### src/rtl/fifo_arb_pkg.sv
// Shared types and width helpers for the round-robin FIFO push arbiter.
package fifo_arb_pkg;

  typedef enum logic {
    IDLE  = 1'b0,
    BURST = 1'b1
  } arb_state_e;

  localparam int DEFAULT_N_REQ     = 4;
  localparam int DEFAULT_WIDTH     = 16;
  localparam int DEFAULT_MAX_BURST = 4;

  function automatic int calc_ptr_w(input int n);
    return (n > 1) ? $clog2(n) : 1;
  endfunction

  // Counter must be able to hold MAX_BURST itself, hence the +1.
  function automatic int calc_cnt_w(input int m);
    return (m > 0) ? $clog2(m + 1) : 1;
  endfunction

  function automatic int rr_next(input int ptr, input int n);
    return (ptr >= n - 1) ? 0 : ptr + 1;
  endfunction

  localparam int DEFAULT_PTR_W = calc_ptr_w(DEFAULT_N_REQ);
  localparam int DEFAULT_CNT_W = calc_cnt_w(DEFAULT_MAX_BURST);

endpackage

### src/rtl/fifo_push_arbiter_if.sv
// Producer-side request bus plus FIFO write-port signals of the push arbiter.
interface fifo_push_arbiter_if #(
  parameter int N_REQ = 4,
  parameter int WIDTH = 16
);
  logic [N_REQ-1:0]       req_valid;
  logic [N_REQ*WIDTH-1:0] req_data;
  logic [N_REQ-1:0]       req_ready;
  logic [WIDTH-1:0]       fifo_din;
  logic                   fifo_push;
  logic                   fifo_full;
  logic [N_REQ-1:0]       grant_oh;
  logic                   busy;

  modport master (
    output req_valid, req_data, fifo_full,
    input  req_ready, fifo_din, fifo_push, grant_oh, busy
  );

  modport slave (
    input  req_valid, req_data, fifo_full,
    output req_ready, fifo_din, fifo_push, grant_oh, busy
  );
endinterface

### src/rtl/fifo_push_arbiter_rr_pick.sv
// Rotating priority encoder: first valid, non-excluded requester scanning from start_ptr_i.
module rr_pick
  import fifo_arb_pkg::*;
#(
  parameter int N_REQ = 4,
  parameter int PTR_W = calc_ptr_w(N_REQ)
) (
  input  logic [N_REQ-1:0] req_valid_i,
  input  logic [PTR_W-1:0] start_ptr_i,
  input  logic [N_REQ-1:0] exclude_oh_i,
  output logic             found_o,
  output logic [PTR_W-1:0] idx_o,
  output logic [N_REQ-1:0] onehot_o
);

  logic             hit;
  logic [PTR_W-1:0] cand;

  always_comb begin
    hit      = 1'b0;
    cand     = '0;
    idx_o    = '0;
    onehot_o = '0;
    for (int k = 0; k < N_REQ; k++) begin
      cand = PTR_W'((int'(start_ptr_i) + k) % N_REQ);
      if (!hit && req_valid_i[cand] && !exclude_oh_i[cand]) begin
        hit            = 1'b1;
        idx_o          = cand;
        onehot_o[cand] = 1'b1;
      end
    end
    found_o = hit;
  end

endmodule

### src/rtl/fifo_push_arbiter.sv
// Round-robin write arbiter sharing one FIFO push port among N_REQ producers,
// granting each owner a burst of up to MAX_BURST words.
module fifo_push_arbiter
  import fifo_arb_pkg::*;
#(
  parameter int N_REQ     = DEFAULT_N_REQ,
  parameter int WIDTH     = DEFAULT_WIDTH,
  parameter int MAX_BURST = DEFAULT_MAX_BURST
) (
  input logic                clk_i,
  input logic                rst_ni,
  fifo_push_arbiter_if.slave bus
);

  localparam int               PTR_W    = calc_ptr_w(N_REQ);
  localparam int               CNT_W    = calc_cnt_w(MAX_BURST);
  localparam logic [CNT_W-1:0] LAST_CNT = CNT_W'(MAX_BURST - 1);

  arb_state_e       state_q, state_d;
  logic [N_REQ-1:0] grant_q, grant_d;
  logic [PTR_W-1:0] owner_q, owner_d;
  logic [PTR_W-1:0] ptr_q, ptr_d;
  logic [CNT_W-1:0] cnt_q, cnt_d;

  logic             push;
  logic             ownerValid;
  logic             releaseGrant;
  logic [PTR_W-1:0] scanStart;
  logic [N_REQ-1:0] scanExclude;
  logic             pickFound;
  logic [PTR_W-1:0] pickIdx;
  logic [N_REQ-1:0] pickOh;

  // While bursting, the scan starts just past the owner and skips it, so a
  // release can hand over to the next requester on the same edge.
  always_comb begin
    push         = (|(grant_q & bus.req_valid)) & ~bus.fifo_full;
    ownerValid   = bus.req_valid[owner_q];
    scanStart    = (state_q == BURST) ? PTR_W'(rr_next(int'(owner_q), N_REQ)) : ptr_q;
    scanExclude  = (state_q == BURST) ? grant_q : '0;
    releaseGrant = (state_q == BURST) && (!ownerValid || (push && (cnt_q == LAST_CNT)));
  end

  rr_pick #(
    .N_REQ (N_REQ),
    .PTR_W (PTR_W)
  ) u_pick (
    .req_valid_i  (bus.req_valid),
    .start_ptr_i  (scanStart),
    .exclude_oh_i (scanExclude),
    .found_o      (pickFound),
    .idx_o        (pickIdx),
    .onehot_o     (pickOh)
  );

  always_comb begin
    state_d = state_q;
    grant_d = grant_q;
    owner_d = owner_q;
    ptr_d   = ptr_q;
    cnt_d   = cnt_q;
    unique case (state_q)
      IDLE: begin
        if (pickFound) begin
          state_d = BURST;
          grant_d = pickOh;
          owner_d = pickIdx;
          cnt_d   = '0;
        end
      end
      BURST: begin
        if (releaseGrant) begin
          ptr_d = scanStart;
          cnt_d = '0;
          if (pickFound) begin
            grant_d = pickOh;
            owner_d = pickIdx;
          end else begin
            state_d = IDLE;
            grant_d = '0;
          end
        end else if (push) begin
          cnt_d = cnt_q + CNT_W'(1);
        end
      end
    endcase
  end

  always_ff @(posedge clk_i or negedge rst_ni) begin
    if (!rst_ni) begin
      state_q <= IDLE;
      grant_q <= '0;
      owner_q <= '0;
      ptr_q   <= '0;
      cnt_q   <= '0;
    end else begin
      state_q <= state_d;
      grant_q <= grant_d;
      owner_q <= owner_d;
      ptr_q   <= ptr_d;
      cnt_q   <= cnt_d;
    end
  end

  // Everything here derives from grant_q, so an async reset silences the port immediately.
  always_comb begin
    bus.req_ready = grant_q & {N_REQ{~bus.fifo_full}};
    bus.fifo_push = push;
    bus.fifo_din  = (grant_q != '0) ? bus.req_data[int'(owner_q)*WIDTH +: WIDTH] : '0;
    bus.grant_oh  = grant_q;
    bus.busy      = (state_q == BURST);
  end

endmodule

### src/flat_wrapper.sv
// flat-port wrapper written by rule: the top's interface ports become plain ports
module fifo_push_arbiter_flat import fifo_arb_pkg::*;
#(
  parameter int N_REQ     = DEFAULT_N_REQ,
  parameter int WIDTH     = DEFAULT_WIDTH,
  parameter int MAX_BURST = DEFAULT_MAX_BURST
)
  (clk_i, rst_ni, bus_req_valid, bus_req_data, bus_fifo_full, bus_req_ready, bus_fifo_din, bus_fifo_push, bus_grant_oh, bus_busy);
  fifo_push_arbiter_if #(.N_REQ(N_REQ), .WIDTH(WIDTH)) bus_i ();
  input logic clk_i;
  input logic rst_ni;
  input wire logic [$bits(bus_i.req_valid)-1:0] bus_req_valid;
  input wire logic [$bits(bus_i.req_data)-1:0] bus_req_data;
  input wire logic [$bits(bus_i.fifo_full)-1:0] bus_fifo_full;
  output wire logic [$bits(bus_i.req_ready)-1:0] bus_req_ready;
  output wire logic [$bits(bus_i.fifo_din)-1:0] bus_fifo_din;
  output wire logic [$bits(bus_i.fifo_push)-1:0] bus_fifo_push;
  output wire logic [$bits(bus_i.grant_oh)-1:0] bus_grant_oh;
  output wire logic [$bits(bus_i.busy)-1:0] bus_busy;
  assign bus_i.req_valid = bus_req_valid;
  assign bus_i.req_data = bus_req_data;
  assign bus_i.fifo_full = bus_fifo_full;
  assign bus_req_ready = bus_i.req_ready;
  assign bus_fifo_din = bus_i.fifo_din;
  assign bus_fifo_push = bus_i.fifo_push;
  assign bus_grant_oh = bus_i.grant_oh;
  assign bus_busy = bus_i.busy;
  fifo_push_arbiter #(.N_REQ(N_REQ), .WIDTH(WIDTH), .MAX_BURST(MAX_BURST)) u_core (.clk_i(clk_i), .rst_ni(rst_ni), .bus(bus_i));
endmodule
### config.mk
export PLATFORM = sky130hd
export DESIGN_NAME = fifo_push_arbiter_flat
export DESIGN_NICKNAME = d
export VERILOG_FILES = /design/src/rtl/fifo_arb_pkg.sv /design/src/rtl/fifo_push_arbiter_if.sv /design/src/rtl/fifo_push_arbiter_rr_pick.sv /design/src/rtl/fifo_push_arbiter.sv /design/src/flat_wrapper.sv
export SDC_FILE = /design/constraint.sdc
export NUM_CORES = 1
export LEC_CHECK = 0
export ABC_AREA = 1
export CAP_MARGIN = 20
export CORE_MARGIN = 10
export CORE_UTILIZATION = 43
export DETAILED_ROUTE_END_ITERATION = 10
export GPL_TIMING_DRIVEN = 0
export PLACE_DENSITY = 0.93
export RECOVER_POWER = 50
export SLEW_MARGIN = 10
export SYNTH_ARGS = -nofsm -noshare
export SYNTH_HDL_FRONTEND = slang
export SYNTH_SLANG_ARGS = --single-unit
### constraint.sdc
create_clock -name clk_i -period 4.3 [get_ports clk_i]
set_input_delay 0.86 -clock clk_i [delete_from_list [all_inputs] [get_ports clk_i]]
set_output_delay 0.86 -clock clk_i [all_outputs]
set_load 0.02 [all_outputs]
---- Yosys cells after proc, flatten, opt, wreduce, memory -nomap -nowiden ----
Cells that the tools add are included.
W data, S select, Z words.
operators by class
  mux-type cells .......................... 56
  bitwise operators ....................... 8
  shift-type cells ........................ 1
  $lt $le $gt $ge ......................... 10
  add/sub/neg operators ................... 5
  equal/unequal tests ..................... 4
  reductions and logical operators ........ 27
operator list
  cell                   number
  $shiftx A64 B7 Y16     1
  $mux W4                8
  $mux W1                19
  $bmux W1 S2            9
  $mux W16               1
  $mux W2                8
  $lt A2 B3 Y1 const B   5
  $logic_and A1 B1 Y1    13
  $or A4 B4 Y4           3
  $mux W3                3
  $and A4 B4 Y4          2
  $demux W1 S2           4
  $ge A2 B1 Y1 const B   4
  $logic_not A1 Y1       8
  $pmux W4 S2            1
  $pmux W3 S2            1
  $reduce_and A2 Y1      3
  $add A2 B1 Y2 const B  2
  $add A2 B2 Y2 const B  2
  $pmux W2 S2            1
  $reduce_bool A4 Y1     1
  $reduce_or A4 Y1       1
  $add A3 B1 Y3 const B  1
  $eq A3 B2 Y1 const B   1
  8 further kinds        9
storage, ports and cells
  flip-flop bits (word level) ............. 12

---- Longest topological paths before layout ----
  word-level depth ........................ 23
  mapped depth ............................ 17

---- By module ----
From an unflattened synthesis, not the netlist that was laid out.
second synthesis, totals
  cell total of the unflattened synthesis .. 323
  area total of the unflattened synthesis .. 1,818.0 µm²
by module, submodules not included
  module             area each (µm²)  cells an instance  times used  sequential area each (µm²)
  fifo_push_arbiter  1,335.0          236                1           300.3
  rr_pick            483.0            87                 1           0.0

---- Worst setup path after synthesis ----
No wires, ideal clock.
  path kind ............................... reg-to-output
  start point ............................. register u_core.grant_q[0], in the netlist u_core.bus.grant_oh[0]
  end point ............................... output bus_fifo_din[10]
  data arrival time ....................... 1,653 ps
  path buffers ............................ 1
  cell stages (with the launch flop) ...... 4
  slack ................................... 1,787 ps
  cell sequence ........................... dfrtp_1 nor4_1 clkbuf_1 a21oi_1
on the way
  word-level cells in the longest chain between the ends .. 2
RTL lines
  what                      line                      source
  start: declaration        fifo_push_arbiter.sv:20   logic [N_REQ-1:0] grant_q, grant_d;
  start signal: assignment  fifo_push_arbiter.sv:98   grant_q <= grant_d;
  $reduce_bool A4 Y1        fifo_push_arbiter.sv:109  bus.fifo_din = (grant_q != '0) ? bus.req_data[int'(owner_q)*WIDTH +: WIDTH] : '0;
  $mux W16                  fifo_push_arbiter.sv:109
  end: declaration          flat_wrapper.sv:16        output wire logic [$bits(bus_i.fifo_din)-1:0] bus_fifo_din;
No other way between the ends.

---- Final worst setup path ----
  start point ............................. input bus_req_valid[2]
  end point ............................... output bus_fifo_push
on the way
  word-level cells in the longest chain between the ends .. 3
RTL lines
  what                line                     source
  start: declaration  flat_wrapper.sv:12       input wire logic [$bits(bus_i.req_valid)-1:0] bus_req_valid;
  $and A4 B4 Y4       fifo_push_arbiter.sv:37  push = (|(grant_q & bus.req_valid)) & ~bus.fifo_full;
  $reduce_or A4 Y1    fifo_push_arbiter.sv:37
  $and A1 B1 Y1       fifo_push_arbiter.sv:37
  end: declaration    flat_wrapper.sv:17       output wire logic [$bits(bus_i.fifo_push)-1:0] bus_fifo_push;
No other way between the ends.

==> flow_summary.json <==
{
  "status": "complete, no violations",
  "end_kind": "primary output",
  "drc": 0,
  "wire_per_inst_um": 15.8,
  "viasPerCell": 5.31,
  "slew_headroom_pct": 63.6,
  "regArea_um2": 300,
  "finalWirelength_um": 7500,
  "fin_util_pct": 71.4,
  "synth_cell_types": 21,
  "detail_route.first_pass.iterations": 5,
  "grt_overflow": 0,
  "num_antenna_cells": 0,
  "cts_setup_buffers": 0,
  "rsz0062_at_grt": "no",
  "die-height_um": 83.9,
  "core_um2": 3970,
  "globalplace.congestion": 0.967,
  "clk_path_buf_depth": 2,
  "grt_pass1_wl_um": 11700,
  "hold_class": "reg2reg",
  "place.detailed.hpwl_um": 6020,
  "fmax_ghz": 0.271,
  "clock_sinks": 12,
  "syn_nets": 405,
  "netlist_instances": 325,
  "pin_count": 97,
  "final_cell_mix": "nor2_1 (89), clkdlybuf4s50_1 (89), nand2_1 (72), o21ai_0 (37), nand3_1 (22)",
  "drive_gt1_share_pct": 5.40,
  "grt_max_degree": 13,
  "worst_pin_slew_ns": 0.545,
  "grt_use_total_pct": 19.7,
  "timing.hold.ws_ns": 0.489,
  "finalPower_mw": 2.13,
  "required_ns": 3.44,
  "clock-root-buffer": "clkbuf_8",
  "cp.arrival_ns": 2.83,
  "setup_ws_ns": 0.608,
  "synth_seq_area_share_pct": 17.1,
  "finClkSkew_ns": 0.00571,
  "layout.nets": 507,
  "num_vias": 2528,
  "r2r_start": "u_core.owner_q[1]$_DFFE_PN0P_",
  "die_w_um": 83.9,
  "clkTransAtPathRegs_ns": 0.05,
  "cts_hold_buf": 0,
  "antenna_found_initial": 0,
  "rows": 23,
  "cts_buffers": 3,
  "fin_setup_tns_ns": 0,
  "syn_area_um2": 1750,
  "fillCellCount": 339,
  "port_buffers": 96,
  "grt_pass1_vias": 2247,
  "cap_violations": 0,
  "cts_tree": "built",
  "drv_slew": 0,
  "start_kind": "input port",
  "hp-start": "u_core.cnt_q[1]$_DFFE_PN0P_",
  "power.density_nw_per_um2": 750,
  "critPathMaxFanout": 6,
  "start_util_pct": 44.1,
  "hold_violations": 0,
  "post_synth.cell_area_avg_um2": 5.39,
  "ys_warn_count": 0,
  "die-area_um2": 7030,
  "drt.antenna.violating_nets": 0,
  "irDropWorstVdd_mv": 0.383,
  "area_growth_pct": 61.8,
  "multi_input_area_um2": 1270,
  "cts_max_level": 1,
  "drt_iter0_drc": 279,
  "cts-resized-gates": 0,
  "crit_path_start": "bus_req_valid[2]",
  "ys_seq_elements": 12,
  "place_ws_ns": 0.700,
  "power_leakage_nw": 1.33,
  "min_period_ns": 3.69,
  "clkLatencyLatePin_ns": 0.24,
  "period_share_pct": 85.9,
  "setup_violations": 0,
  "crit_type": "in2out"
}
state kept, by name (all words and copies together), names as in the netlist:
name,flops
u_core.ptr_q,2
u_core.bus.grant_oh,4
u_core.owner_q,2
u_core.cnt_q,3
u_core.bus.busy,1
kinds of logic after synthesis:
family | count (synthesis) | share of synthesized area, %
flops | 12 | 17.1
fa+ha+maj | 9 | 6.42
compound gates | 59 | 17.0
buf+inv | 40 | 10.5
simple gates | 205 | 49.0
cells in the mapped netlist (all sizes together):
cell type  number  area share (%)
or2             1            0.36
o22ai           2            0.71
nand4          10             3.6
ha              9             6.4
buf             8             3.6
nand2          78              18
o21ai          37              11
clkbuf          7             1.5
dfrtp          12              17
nand3b          2            0.86
nor4            1            0.36
nand3          23             6.9
nor2           90              19
a21oi          20             5.7
inv            25             5.4
layout make-up:
type	instances	area share, %
multi-input combinational	273	44.7
timing repair buffer	97	34.1
sequential	12	10.6
inverter	25	3.31
buffer	15	3.18
tap	50	2.21
clock buffer	4	1.94
critical path, stage by stage:
cell and delay, ns:
dlygate4sd3_1 0.52, inv_1 0.08, o22ai_1 0.17, nor2_1 0.06, nor2_1 0.42, clkdlybuf4s50_1 0.72
metal layers:
layer	global-route usage (%)	up-vias	part of all wire (%)
met1	22.8	1120	40
met4	1.52	0	1.3
met2	37.2	136	51
met5	0	-	0
li1	-	1255	-
met3	3.81	17	7.8
path summary, 6_finish.rpt:
kind / cells past startpoint / endpoint / slack [ns]
max: 6 / bus_fifo_push / 0.61
min in group asynchronous: 1 / u_core.bus.grant_oh[2]$_DFFE_PN0P_ / 1.03
max in group asynchronous: 1 / u_core.cnt_q[0]$_DFFE_PN0P_ / 2.92
min: 2 / u_core.cnt_q[1]$_DFFE_PN0P_ / 0.49
min reg2reg: 2 / u_core.cnt_q[1]$_DFFE_PN0P_ / 0.49
max reg2reg: 16 / u_core.owner_q[0]$_DFFE_PN0P_ / 1.76
power breakdown:
group	leakage, nW	internal, mW	switching (mW)
sequential	0.153	0.157	0.0500
combinational	1.15	0.675	1.12
clock	0.0288	0.0809	0.0414
through the flow:
step	instance area [um^2]	instances
after floorplan	1750	325
after global placement	2780	471
after detailed placement	2780	471
after CTS	2830	475
after global routing	2840	476
final	2840	476
Power figures use the tool's default switching activity.
